--- config.mk ---
export PLATFORM = sky130hd
export DESIGN_NAME = wb_bus_arbiter
export DESIGN_NICKNAME = d
export VERILOG_FILES = /design/src/rtl/wb_arb_pkg.sv /design/src/rtl/wb_arb_watchdog.sv /design/src/rtl/wb_bus_arbiter.sv
export SDC_FILE = /design/constraint.sdc
export NUM_CORES = 1
export LEC_CHECK = 0
export ABC_AREA = 1
export BUFFER_PORTS_ARGS = -buffer_cell sky130_fd_sc_hd__buf_2
export CORE_AREA = 2 2 121 123
export CTS_CLUSTER_SIZE = 8
export DETAILED_ROUTE_END_ITERATION = 12
export DIE_AREA = 0 0 123 125
export GPL_TIMING_DRIVEN = 0
export PLACE_DENSITY = 0.46
export SLEW_MARGIN = 40
export SYNTH_ARGS = -nofsm -noshare
export SYNTH_HDL_FRONTEND = slang
export SYNTH_SLANG_ARGS = --single-unit
export TNS_END_PERCENT = 20
--- constraint.sdc ---
create_clock -name clk -period 2.2 [get_ports clk]
set_clock_uncertainty 0.15 [all_clocks]
set_input_delay 0.22 -clock clk [delete_from_list [all_inputs] [get_ports clk]]
set_output_delay 0.22 -clock clk [all_outputs]
set_load 0.01 [all_outputs]
--- src/rtl/wb_arb_pkg.sv ---
// rtl/wb_arb_pkg.sv - shared types and defaults for the ibus/dbus Wishbone arbiter
package wb_arb_pkg;

    localparam int ADDR_W_DEF      = 32;
    localparam int DATA_W_DEF      = 32;
    localparam int TIMEOUT_CYC_DEF = 255;

    typedef enum logic [1:0] {
        IDLE  = 2'd0,
        GNT_I = 2'd1,
        GNT_D = 2'd2,
        ERR   = 2'd3
    } arb_state_t;

    typedef enum logic {
        OWN_I = 1'b0,
        OWN_D = 1'b1
    } owner_t;

    function automatic arb_state_t grant_state(input owner_t own);
        return (own == OWN_D) ? GNT_D : GNT_I;
    endfunction

endpackage

--- src/rtl/wb_arb_watchdog.sv ---
// rtl/wb_arb_watchdog.sv - stalled-cycle counter; expired_o flags the cycle whose count reaches TIMEOUT_CYC
module wb_arb_watchdog #(
    parameter int TIMEOUT_CYC = 255
) (
    input  logic clk,
    input  logic rst,
    input  logic clr_i,
    input  logic en_i,
    output logic expired_o
);

    generate
        if (TIMEOUT_CYC == 0) begin : g_off
            logic unused_wdg;
            assign unused_wdg = ^{clk, rst, clr_i, en_i};
            assign expired_o  = 1'b0;
        end else begin : g_on
            localparam int CNT_W = $clog2(TIMEOUT_CYC + 1);

            logic [CNT_W-1:0] count_q;
            logic [CNT_W-1:0] count_d;

            always_comb begin
                count_d = count_q;
                if (clr_i) begin
                    count_d = '0;
                end else if (en_i) begin
                    count_d = count_q + CNT_W'(1);
                end
            end

            always_ff @(posedge clk) begin
                if (rst) begin
                    count_q <= '0;
                end else begin
                    count_q <= count_d;
                end
            end

            // Expiry is flagged in the stalled cycle that would make the count reach
            // TIMEOUT_CYC, so an ack in that same cycle (en_i low) always wins.
            assign expired_o = en_i && !clr_i && (count_q == CNT_W'(TIMEOUT_CYC - 1));
        end
    endgenerate

endmodule

--- src/rtl/wb_bus_arbiter.sv ---
// rtl/wb_bus_arbiter.sv - ibus/dbus to single Wishbone slave arbiter; WB_ARB_RR_EN selects round-robin tie-break
module wb_bus_arbiter
    import wb_arb_pkg::*;
#(
    parameter int ADDR_W      = ADDR_W_DEF,
    parameter int DATA_W      = DATA_W_DEF,
    parameter int TIMEOUT_CYC = TIMEOUT_CYC_DEF
) (
    input  logic                  clk,
    input  logic                  rst,

    input  logic                  i_cyc_i,
    input  logic                  i_stb_i,
    input  logic                  i_we_i,
    input  logic [ADDR_W-1:0]     i_adr_i,
    input  logic [DATA_W-1:0]     i_dat_i,
    input  logic [DATA_W/8-1:0]   i_sel_i,
    output logic [DATA_W-1:0]     i_dat_o,
    output logic                  i_ack_o,
    output logic                  i_err_o,

    input  logic                  d_cyc_i,
    input  logic                  d_stb_i,
    input  logic                  d_we_i,
    input  logic [ADDR_W-1:0]     d_adr_i,
    input  logic [DATA_W-1:0]     d_dat_i,
    input  logic [DATA_W/8-1:0]   d_sel_i,
    output logic [DATA_W-1:0]     d_dat_o,
    output logic                  d_ack_o,
    output logic                  d_err_o,

    output logic                  s_cyc_o,
    output logic                  s_stb_o,
    output logic                  s_we_o,
    output logic [ADDR_W-1:0]     s_adr_o,
    output logic [DATA_W-1:0]     s_dat_o,
    output logic [DATA_W/8-1:0]   s_sel_o,
    input  logic [DATA_W-1:0]     s_dat_i,
    input  logic                  s_ack_i,
    input  logic                  s_err_i
);

    arb_state_t state_q;
    owner_t     err_own_q;

    logic i_req;
    logic d_req;
    logic d_wins;
    logic in_gnt;
    logic wdg_en;
    logic wdg_clr;
    logic wdg_expired;

    assign i_req  = i_cyc_i & i_stb_i;
    assign d_req  = d_cyc_i & d_stb_i;
    assign in_gnt = (state_q == GNT_I) || (state_q == GNT_D);

`ifdef WB_ARB_RR_EN
    owner_t last_own_q;

    // On a tie the master that did not hold the bus last goes first.
    assign d_wins = (last_own_q == OWN_I);
`else
    assign d_wins = 1'b1;
`endif

    // Count only cycles where the slave is being strobed and has not terminated.
    assign wdg_en  = in_gnt && s_stb_o && !s_ack_i && !s_err_i;
    assign wdg_clr = !in_gnt || s_ack_i || s_err_i;

    wb_arb_watchdog #(
        .TIMEOUT_CYC (TIMEOUT_CYC)
    ) u_watchdog (
        .clk       (clk),
        .rst       (rst),
        .clr_i     (wdg_clr),
        .en_i      (wdg_en),
        .expired_o (wdg_expired)
    );

    always_ff @(posedge clk) begin
        if (rst) begin
            state_q    <= IDLE;
            err_own_q  <= OWN_I;
`ifdef WB_ARB_RR_EN
            last_own_q <= OWN_D;
`endif
        end else begin
            case (state_q)
                IDLE: begin
                    if (d_req && (!i_req || d_wins)) begin
                        state_q    <= GNT_D;
`ifdef WB_ARB_RR_EN
                        last_own_q <= OWN_D;
`endif
                    end else if (i_req) begin
                        state_q    <= GNT_I;
`ifdef WB_ARB_RR_EN
                        last_own_q <= OWN_I;
`endif
                    end
                end
                GNT_I: begin
                    if (!i_cyc_i) begin
                        state_q <= IDLE;
                    end else if (wdg_expired) begin
                        state_q   <= ERR;
                        err_own_q <= OWN_I;
                    end
                end
                GNT_D: begin
                    if (!d_cyc_i) begin
                        state_q <= IDLE;
                    end else if (wdg_expired) begin
                        state_q   <= ERR;
                        err_own_q <= OWN_D;
                    end
                end
                ERR: begin
                    // Owner keeps the bus after the forced error if it still holds cyc.
                    if (err_own_q == OWN_D) begin
                        state_q <= d_cyc_i ? grant_state(OWN_D) : IDLE;
                    end else begin
                        state_q <= i_cyc_i ? grant_state(OWN_I) : IDLE;
                    end
                end
                default: state_q <= IDLE;
            endcase
        end
    end

    // Slave-side mux and termination routing; everything is held low while rst is high.
    always_comb begin
        s_cyc_o = 1'b0;
        s_stb_o = 1'b0;
        s_we_o  = 1'b0;
        s_adr_o = '0;
        s_dat_o = '0;
        s_sel_o = '0;
        i_ack_o = 1'b0;
        i_err_o = 1'b0;
        d_ack_o = 1'b0;
        d_err_o = 1'b0;
        i_dat_o = s_dat_i;
        d_dat_o = s_dat_i;
        if (!rst) begin
            case (state_q)
                GNT_I: begin
                    s_cyc_o = i_cyc_i;
                    s_stb_o = i_stb_i;
                    s_we_o  = i_we_i;
                    s_adr_o = i_adr_i;
                    s_dat_o = i_dat_i;
                    s_sel_o = i_sel_i;
                    i_ack_o = s_ack_i;
                    i_err_o = s_err_i;
                end
                GNT_D: begin
                    s_cyc_o = d_cyc_i;
                    s_stb_o = d_stb_i;
                    s_we_o  = d_we_i;
                    s_adr_o = d_adr_i;
                    s_dat_o = d_dat_i;
                    s_sel_o = d_sel_i;
                    d_ack_o = s_ack_i;
                    d_err_o = s_err_i;
                end
                ERR: begin
                    i_err_o = (err_own_q == OWN_I);
                    d_err_o = (err_own_q == OWN_D);
                end
                default: ;
            endcase
        end
    end

endmodule

==> results of run 1 <==
[placed cells by master, fill, tap and decap left out]
cell type  netlist  final
nand3b_1         1      1
clkbuf_16        0      3
dfxtp_2          0      2
buf_4           64     73
o21ai_1          2      2
buf_6            0      2
clkbuf_4         0      6
nand2_1        176    176
nand3_1          4      4
o21ai_0          5      5
clkbuf_1         6      1
nor2_1          12     12
ha_4             0      1
o21a_1           1      1
xor2_1           3      3
nor3_1           1      1
inv_2            2      3
nor2_2           2      2
nand3_4          1      1
nand2_2          2      2
a21oi_1         81     71
inv_1           16     14
dfxtp_1         11      9
nand4_1          1      1
a21boi_0         1      1
inv_4            0      1
nor2_4           1      1
nor3_4           1      1
ha_1             7      6
buf_2            9    291
a21oi_2          0     10
[through the flow]
stage,instance area [µm²],power [µW],utilization [%],TNS (ns),hold slack [ns]
detailed placement,3901,1806,27.47,-0.5939,0.3367
global route,4108,2488,28.92,-0.02132,0.1421
finish,4108,2270,28.92,0,0.1104
floorplan,2250,1184,-,0,0.1391
global placement,3901,1824,27.47,-0.5430,0.3468
CTS,4033,2216,28.39,0,0.1191
[final timing paths]
kind                      startpoint                                 endpoint
max          state_q[1]$_SDFFE_PP0P_                              s_dat_o[10]
min                              rst                   err_own_q$_SDFFE_PP0P_
max reg2reg  state_q[1]$_SDFFE_PP0P_  u_watchdog.g_on.count_q[4]$_SDFFE_PP0P_
min reg2reg   err_own_q$_SDFFE_PP0P_                   err_own_q$_SDFFE_PP0P_
[registers in the layout (all words and copies together) (netlist names)]
register and flops:
err_own_q 1, state_q 2, u_watchdog.g_on.count_q 8
[layer usage]
metal / track usage [%] / vias up / routed length, µm
li1: - / 1832 / -
met1: 12.93 / 1515 / 3920
met2: 24.63 / 176 / 5563
met3: 3.604 / 10 / 1185
met4: 1.070 / 0 / 116
met5: 0 / - / 0
[worst max-delay path, delay by kind of cell, from the launching register on]
kind / cells / cell delay (ns)
buf+inv: 5 / 0.57
compound gates: 1 / 0.15
flops: 1 / 0.36
simple gates: 1 / 0.13
fa+ha+maj: 1 / 0.27
[cell families (layout without fill, tap and decap cells)]
kind of cell / Yosys count / count (layout)
XOR/XNOR: 3 / 3
AO/OA/AOI/OAI: 90 / 90
AND/OR/NAND/NOR: 202 / 202
buffers and inverters: 105 / 394
flip-flops: 11 / 11
adder cells (fa/ha/maj): 7 / 7
[synthesized netlist by cell type (all sizes together)]
cell	instances	area share, %
a21oi	81	18
a21boi	1	0.33
nand3	5	1.7
nand3b	1	0.33
nor2	15	3.1
clkbuf	6	1.0
nand2	178	30
nand4	1	0.28
o21ai	7	1.6
ha	7	3.9
o21a	1	0.33
dfxtp	11	9.8
buf	81	25
inv	18	3.0
xor2	3	1.2
nor3	2	0.95
[timing repair]
item,4_1_cts,5_1_grt
gates cloned,0,0
pin swaps,1,0
buffers inserted,1,0
setup endpoints to repair,72,70
resized for setup,25,33
[power groups by stage]
stage          clock [µW]  combinational [µW]  sequential [µW]
2_1_floorplan           0                 956              228
3_3_place_gp            0                1590              234
3_5_place_dp            0                1570              233
4_1_cts               342                1640              232
5_1_grt               352                1900              238
6_report              337                1700              234
[cell type report]
class | instances | area (µm²)
Tap cell | 184 | 230.2
Multi-Input combinational cell | 302 | 1434
Buffer | 87 | 640.6
Timing Repair Buffer | 285 | 1431
Fill cell | 1656 | 10100
Clock buffer | 4 | 78.83
Inverter | 18 | 70.07
Sequential cell | 11 | 222.7
==> reports/metrics.yaml, run 1 <==
netlist_area_mm2: 0.002250
fp.dieW_um: 123
clkSinkCount: 11
p_per_area_mw_per_mm2: 552.6
synth_top_family_by_area: "simple AND/OR/NAND/NOR gates"
max-slew-margin-rel_pct: 81.14
vias: 3533
antenna_found_initial: 0
startpoint_type: "register"
synth-xor-area-share_pct: 1.168
hp-class: "primary input to register"
globalplace.congestion: 0.7468
via_per_inst: 3.965
port_buffers: 284
final_hold_viol_count: 0
swShare_pct: 50.08
numCtsBuffers: 3
drtAntennaViolNets: 0
grt_use_total_pct: 12.36
p_clk_share_pct: 14.8
avgSynthCellArea_um2: 5.382
dr.pass1.iters: 5
drcViolationCount: 0
die-height_um: 125
tritoncts: "built"
clockRootBuffer: "clkbuf_16"
crit_slowest_cell: "dfxtp_2"
yosys.area_share.adder_pct: 3.893
h-tree-depth: 1
pre_cts_ws_ns: -0.1482
tightestPinTransition_ns: 0.2823
drt_wl_total_um: 10790
synth_compound_area_share_pct: 20.24
place_inst: 886
crit_fanout: 10
drive_gt1_share_pct: 56.44
criticalPathCategory: "register to output pin"
fin_crit_sh_pct: 94.83
start_util_pct: 15.84
sequentialPowerShare_pct: 10.3
ys_warn_count: 0
drv_cap: 0
fp.coreArea_mm2: 0.01420
clk_path_buf_depth: 2
num_rows: 44
setup_slack_ns: 0.1137
grt_first_pass_wirelength_um: 15480
ys_ff_latch: 11
cp.required_ns: 1.83
holdPathStages: 2
outcome: "finished, final reports clean"
path_clk_slew_ns: 0.04
overflow: 0
r2r_cells: 11
crit_top_cell: "buf_2"
crit_arrival_ns: 1.72
setup_viol: 0
power_frac_comb_pct: 74.8
syn-instance-count: 418
rsz0062_at_grt: "yes"
ioPinCount: 317
ff2ff_setup_slack_ns: 0.32
synth_mux_area_share_pct: 0
fin_cells: 891
grt_max_degree: 11
drt_iter0_markers: 125
post_drt_wl_per_cell_um: 12.10
synth_nets: 603
slew_violations: 0
dpl.hpwl_um: 9217
internal_power_uw: 1133
finalCriticalPeriod_ns: 2.086
clk_latency_ns: 0.24
crit_chain: "inv_2 -> ha_4 -> inv_1 -> nor2_4 -> inv_4 -> buf_2 -> a21oi_1 -> buf_2"
fin_nets: 893
grt_pass1_vias: 3245
crit_path_end_kind: "output pin"
dieArea_mm2: 0.01538
ir_drop_uv: 453.1
p_leak_uw: 0.002236
synthSimpleGateAreaFrac_pct: 36.21
ys_seq_area_share_pct: 9.789
ctsHoldBuffers: 0
synth.distinct_cells: 25
area_growth_pct: 82.59
fmax_mhz: 479.3
power_switching_uw: 1137
n_antenna_cell: 0
max_stage_delay_ns: 0.36
Note: power is estimated with default switching activity, not from simulation.
==> run 2: changes to the inputs <==
--- a/config.mk
+++ b/config.mk
@@ -7,14 +7,15 @@
 export LEC_CHECK = 0
 export ABC_AREA = 1
 export BUFFER_PORTS_ARGS = -buffer_cell sky130_fd_sc_hd__buf_2
-export CORE_AREA = 2 2 121 123
+export CORE_AREA = 2 2 124 126
 export CTS_CLUSTER_SIZE = 8
 export DETAILED_ROUTE_END_ITERATION = 12
-export DIE_AREA = 0 0 123 125
+export DIE_AREA = 0 0 126 128
 export GPL_TIMING_DRIVEN = 0
-export PLACE_DENSITY = 0.46
+export PLACE_DENSITY = 0.49
 export SLEW_MARGIN = 40
 export SYNTH_ARGS = -nofsm -noshare
 export SYNTH_HDL_FRONTEND = slang
+export SYNTH_HIERARCHICAL = 1
 export SYNTH_SLANG_ARGS = --single-unit
 export TNS_END_PERCENT = 20
==> constraint.sdc (replaced) <==
create_clock -name clk -period 1.8 [get_ports clk]
set_clock_uncertainty 0.15 [all_clocks]
set_input_delay 0.18 -clock clk [delete_from_list [all_inputs] [get_ports clk]]
set_output_delay 0.18 -clock clk [all_outputs]
set_load 0.01 [all_outputs]
==> reports/metrics.yaml, run 2 <==
outcome: "finished with violations"
violations: "setup timing"
ys_ff_latch: 11
finalCriticalPeriod_ns: 2.098
pre_cts_ws_ns: -0.4706
synth.area.top_cells: "nand2_1 24%, a21oi_2 23%, buf_4 19%, dfxtp_1 8.3%, buf_12 5.3%"
ys_warn_count: 6
dr.pass1.iters: 4
reg_top3: "u_watchdog/g_on.count_q (8), state_q (2), err_own_q (1)"
via_per_inst: 3.894
place_inst: 890
grt_pass1_vias: 3243
crit_path_end_kind: "output pin"
overflow: 0
slew_violations: 0
drt_iter0_markers: 122
clk_path_buf_depth: 2
start_util_pct: 17.89
synth_top_cell_area_share_pct: 24.28
drv_cap: 0
fin_cells: 909
top_register: "u_watchdog/g_on.count_q"
area_growth_pct: 84.00
n_antenna_cell: 0
path_clk_slew_ns: 0.04
grt_use_total_pct: 13.04
vias: 3540
grt_max_degree: 11
netlist_area_mm2: 0.002659
fin_crit_sh_pct: 116.5
rsz0062_at_grt: "yes"
synth.largest_area_cell: "nand2_1"
num_rows: 45
fin_nets: 908
ir_drop_uv: 307.1
drtAntennaViolNets: 0
clk_latency_ns: 0.24
dieArea_mm2: 0.01613
criticalPathCategory: "register to output pin"
ys.flop_type: "dfxtp_1"
drt_wl_total_um: 12050
hp-class: "primary input to register"
globalplace.congestion: 0.7952
p_leak_uw: 0.002404
avgSynthCellArea_um2: 6.361
crit_arrival_ns: 1.77
final_hold_viol_count: 0
port_buffers: 284
synth_nets: 604
syn-instance-count: 418
placed_cell_area_mm2: 0.004348
r2r_start: "state_q[1]$_SDFFE_PP0P_"
grt_first_pass_wirelength_um: 17260
clkSinkCount: 11
dpl.hpwl_um: 9763
final_common_cell: "buf_2"
synthArstFlopShare_pct: 0
fmax_mhz: 476.8
drcViolationCount: 0
crit_chain: "inv_6 -> ha_4 -> nand2_8 -> buf_4 -> buf_12 -> clkbuf_16 -> a21oi_2 -> buf_2"
p_per_area_mw_per_mm2: 624.7
startpoint_type: "register"
crit_fanout: 7
synth.distinct_cells: 26
drive_gt1_share_pct: 67.27
final_cell_mix: "272 x buf_2, 172 x nand2_1, 86 x buf_4"
post_drt_wl_per_cell_um: 13.25
synth.top_cells.by_count: "172 x nand2_1, 69 x a21oi_2, 67 x buf_4"
crit_start: "state_q[1]$_SDFFE_PP0P_"
stdcell_area_mm2: 0.004892
die-height_um: 128
numCtsBuffers: 3
ys_seq_area_share_pct: 8.282
ctsHoldBuffers: 0
tritoncts: "built"
max-slew-margin-rel_pct: 71.41
crit_slowest_cell: "dfxtp_4"
antenna_found_initial: 0
max_stage_delay_ns: 0.38
tightestPinTransition_ns: 0.4273
largest_reg_flops: 8
clockRootBuffer: "clkbuf_16"
ioPinCount: 317
setup_slack_ns: -0.2975
fp.coreArea_mm2: 0.01486
cp.required_ns: 1.47
synth-edff-count: 0
hold_path_startpoint: "rst"
h-tree-depth: 1
setup_viol: 79
synth_most_common_cell: "nand2_1"
fp.dieW_um: 126
run 2: cell types whose count changed after synthesis, moves of 3 or more:
cell      delta
a21oi_1     -69
a21oi_2     +69
buf_1        -8
buf_12       +7
buf_2        +4
buf_4        +3
clkbuf_1     -6
nand2_1      -4
nor3_1       +4
xor2_1       -3
run 2: final timing paths:
path / endpoint / slack, ns / cells past startpoint
worst max-delay path: s_dat_o[14] / -0.30 / 8
worst min-delay path: state_q[1]$_SDFFE_PP0P_ / 0.1 / 2
worst max register to register: state_q[1]$_SDFFE_PP0P_ / -0.18 / 13
worst min register to register: u_watchdog/g_on.count_q[6]$_SDFFE_PP0P_ / 0.36 / 2
run 2: repair_timing:
action                     4_1_cts  5_1_grt
pin swaps                        7        0
buffers inserted                 9        3
setup endpoints to repair       81       85
cloned                           0        4
gates resized for setup         30       38
hold endpoints to repair         0        0
run 2: layer usage:
metal	vias up	GRT usage (%)	part of all wire, %
met2	112	24.67	54
met1	1558	16.23	41
met5	-	0	0
li1	1866	-	-
met4	0	1.875	0.28
met3	4	1.377	4.9
run 2: critical path, delay by kind of cell (launching register included):
kind | cells | cell delay (ns)
AO/OA/AOI/OAI | 1 | 0.11
adder cells (fa/ha/maj) | 1 | 0.29
buffers and inverters | 5 | 0.66
flip-flops | 1 | 0.38
AND/OR/NAND/NOR | 1 | 0.05
run 2: layout make-up:
class                           instances  area (µm²)
Clock buffer                            4       78.83
Inverter                               20       85.08
Sequential cell                        11       227.7
Tap cell                              188       235.2
Timing Repair Buffer                  300        1699
Fill cell                            1629        9972
Multi-Input combinational cell        299        1807
Buffer                                 87       759.5
run 2: cell families (layout without fill, tap and decap cells):
| family | Yosys count | count (layout) | synth area share (%) |
|---|---|---|---|
| adders and majority gates | 8 | 8 | 3.765 |
| AOI/OAI and AO/OA | 86 | 86 | 26.07 |
| DFF | 11 | 11 | 8.282 |
| buffers and inverters | 108 | 411 | 29.88 |
| and+or+nand+nor | 205 | 205 | 32.00 |
run 2: through the flow:
| stage | TNS, ns | total power (µW) | util (%) | hold slack [ns] |
|---|---|---|---|---|
| detailed placement | -2.293 | 2218 | 29.25 | 0.3469 |
| global placement | -2.231 | 2227 | 29.25 | 0.3395 |
| CTS | -10.84 | 2814 | 30.93 | 0.1170 |
| finish | -18.48 | 3056 | 32.91 | 0.09605 |
| floorplan | -0.4312 | 1613 | - | 0.09165 |
| global route | -23.31 | 3282 | 32.91 | 0.1196 |
run 2: where the power goes:
group | leakage [µW] | internal (µW) | total [µW] | switching [µW]
clock network | 0.0000382 | 298 | 409 | 112
logic | 0.00228 | 1110 | 2360 | 1250
registers | 0.0000903 | 263 | 288 | 25.7
==> run 3: changes to the inputs <==
--- a/config.mk
+++ b/config.mk
@@ -7,15 +7,14 @@
 export LEC_CHECK = 0
 export ABC_AREA = 1
 export BUFFER_PORTS_ARGS = -buffer_cell sky130_fd_sc_hd__buf_2
-export CORE_AREA = 2 2 124 126
+export CORE_AREA = 2 2 121 123
 export CTS_CLUSTER_SIZE = 8
 export DETAILED_ROUTE_END_ITERATION = 12
-export DIE_AREA = 0 0 126 128
+export DIE_AREA = 0 0 123 125
 export GPL_TIMING_DRIVEN = 0
-export PLACE_DENSITY = 0.49
+export PLACE_DENSITY = 0.46
 export SLEW_MARGIN = 40
 export SYNTH_ARGS = -nofsm -noshare
 export SYNTH_HDL_FRONTEND = slang
-export SYNTH_HIERARCHICAL = 1
 export SYNTH_SLANG_ARGS = --single-unit
 export TNS_END_PERCENT = 20
==> constraint.sdc (replaced) <==
create_clock -name clk -period 2.1 [get_ports clk]
set_clock_uncertainty 0.15 [all_clocks]
set_input_delay 0.21 -clock clk [delete_from_list [all_inputs] [get_ports clk]]
set_output_delay 0.21 -clock clk [all_outputs]
set_load 0.01 [all_outputs]
==> reports/metrics.yaml, run 3 (same netlist as run 1, synthesis figures left out) <==
outcome: "finished, final reports clean"
largest_reg_flops: 8
via_per_inst: 3.973
dieArea_mm2: 0.01538
grt_max_degree: 11
port_buffers: 284
die-height_um: 125
slew_violations: 0
criticalPathCategory: "register to output pin"
area_growth_pct: 85.98
crit_fanout: 10
vias: 3540
startpoint_type: "register"
fin_tns_setup_ns: 0
clkSinkCount: 11
drt_iter0_markers: 127
reg_top3: "u_watchdog.g_on.count_q (8), state_q (2), err_own_q (1)"
final_common_cell: "buf_2"
tightestPinTransition_ns: 0.2836
drtAntennaViolNets: 0
finalCriticalPeriod_ns: 2.042
antenna_found_initial: 0
crit_path_end_kind: "output pin"
grt_pass1_vias: 3255
fin_nets: 893
fp.dieW_um: 123
num_rows: 44
finish.utilization_pct: 29.46
final_hold_viol_count: 0
crit_start: "state_q[1]$_SDFFE_PP0P_"
cp.required_ns: 1.74
drv_cap: 0
r2r_start: "state_q[1]$_SDFFE_PP0P_"
ir_drop_uv: 474.1
clk_latency_ns: 0.24
setup.worst_path.end: "s_dat_o[10]"
post_drt_wl_per_cell_um: 12.14
top_register: "u_watchdog.g_on.count_q"
final_cell_mix: "284 x buf_2, 176 x nand2_1, 76 x buf_4"
h-tree-depth: 1
clk_path_buf_depth: 2
fp.coreArea_mm2: 0.01420
drcViolationCount: 0
max-slew-margin-rel_pct: 81.05
dr.pass1.iters: 5
start_util_pct: 15.84
place_inst: 886
overflow: 0
n_antenna_cell: 0
ioPinCount: 317
power_uw: 2455
grt_use_total_pct: 12.38
crit_arrival_ns: 1.68
setup_viol: 0
fmax_mhz: 489.8
r2r_cells: 11
tritoncts: "built"
p_per_area_mw_per_mm2: 586.7
drt_wl_total_um: 10820
r2r_end: "u_watchdog.g_on.count_q[4]$_SDFFE_PP0P_"
clockRootBuffer: "clkbuf_16"
drive_gt1_share_pct: 57.43
grt_first_pass_wirelength_um: 15530
numCtsBuffers: 3
rsz0062_at_grt: "yes"
fin_crit_sh_pct: 97.22
pre_cts_ws_ns: -0.2382
globalplace.congestion: 0.7468
setup_slack_ns: 0.05843
p_leak_uw: 0.002245
hp-class: "primary input to register"
path_clk_slew_ns: 0.04
ff2ff_setup_slack_ns: 0.22
dpl.hpwl_um: 9217
fin_cells: 891
run 3: cell count changes in the layout (fill, tap and decap cells not counted), moves of 3 or more:
cell	before	now
clkbuf_4	0	6
a21oi_4	10	1
buf_6	17	5
xor2_1	0	3
nand2_1	172	176
ha_4	4	1
clkbuf_16	7	3
buf_12	8	0
a21oi_2	62	16
a21oi_1	9	64
nand3_2	3	0
buf_4	86	76
buf_2	272	284
run 3: routing by layer:
metal | wire length [µm] | track usage [%] | part of all wire (%) | vias to the layer above
met1 | 3955 | 12.96 | 37 | 1522
li1 | - | - | - | 1833
met3 | 1187 | 3.558 | 11 | 8
met2 | 5577 | 24.70 | 52 | 177
met5 | 0 | 0 | 0 | -
met4 | 99 | 1.070 | 0.91 | 0
run 3: final cells by class:
class / count / area, µm²
Multi-Input combinational cell: 302 / 1468
Clock buffer: 4 / 78.83
Inverter: 18 / 72.57
Fill cell: 1657 / 10020
Buffer: 87 / 669.4
Tap cell: 184 / 230.2
Timing Repair Buffer: 285 / 1438
Sequential cell: 11 / 227.7
run 3: through the flow:
stage | hold slack (ns) | instance area (µm²)
3_3_place_gp | 0.3468 | 3901
5_1_grt | 0.1257 | 4184
3_5_place_dp | 0.3367 | 3901
6_report | 0.1073 | 4184
2_1_floorplan | 0.1291 | 2250
4_1_cts | 0.1091 | 4090
run 3: how the worst min path moves through the flow:
stage	start	endpoint	depth (start not counted)
finish	rst	err_own_q$_SDFFE_PP0P_	2
detailed placement	err_own_q$_SDFFE_PP0P_	err_own_q$_SDFFE_PP0P_	2
floorplan	rst	err_own_q$_SDFFE_PP0P_	1
global route	rst	err_own_q$_SDFFE_PP0P_	2
CTS	rst	err_own_q$_SDFFE_PP0P_	2
global placement	u_watchdog.g_on.count_q[0]$_SDFFE_PP0P_	u_watchdog.g_on.count_q[0]$_SDFFE_PP0P_	2
run 3: critical path, cell delays in order, from the launching register on:
cell     delay (ns)
dfxtp_4        0.36
inv_2          0.06
ha_4           0.27
inv_1          0.06
nor2_4         0.13
inv_6          0.08
buf_2          0.18
a21oi_1        0.15
buf_2          0.16
run 3: what timing repair did:
action / in CTS / in global routing
endpoints found under the setup margin: 73 / 70
buffers inserted: 1 / 0
hold buffers: 0 / 0
resized for setup: 43 / 33
pin swaps: 1 / 1
run 3: where the power goes:
part	total (µW)	leakage, µW	internal, µW	switching, µW
Clock	352	0.0000382	255	96.7
Combinational	1850	0.00212	750	1100
Sequential	250	0.0000903	232	18.4
Total	2450	0.00224	1240	1220
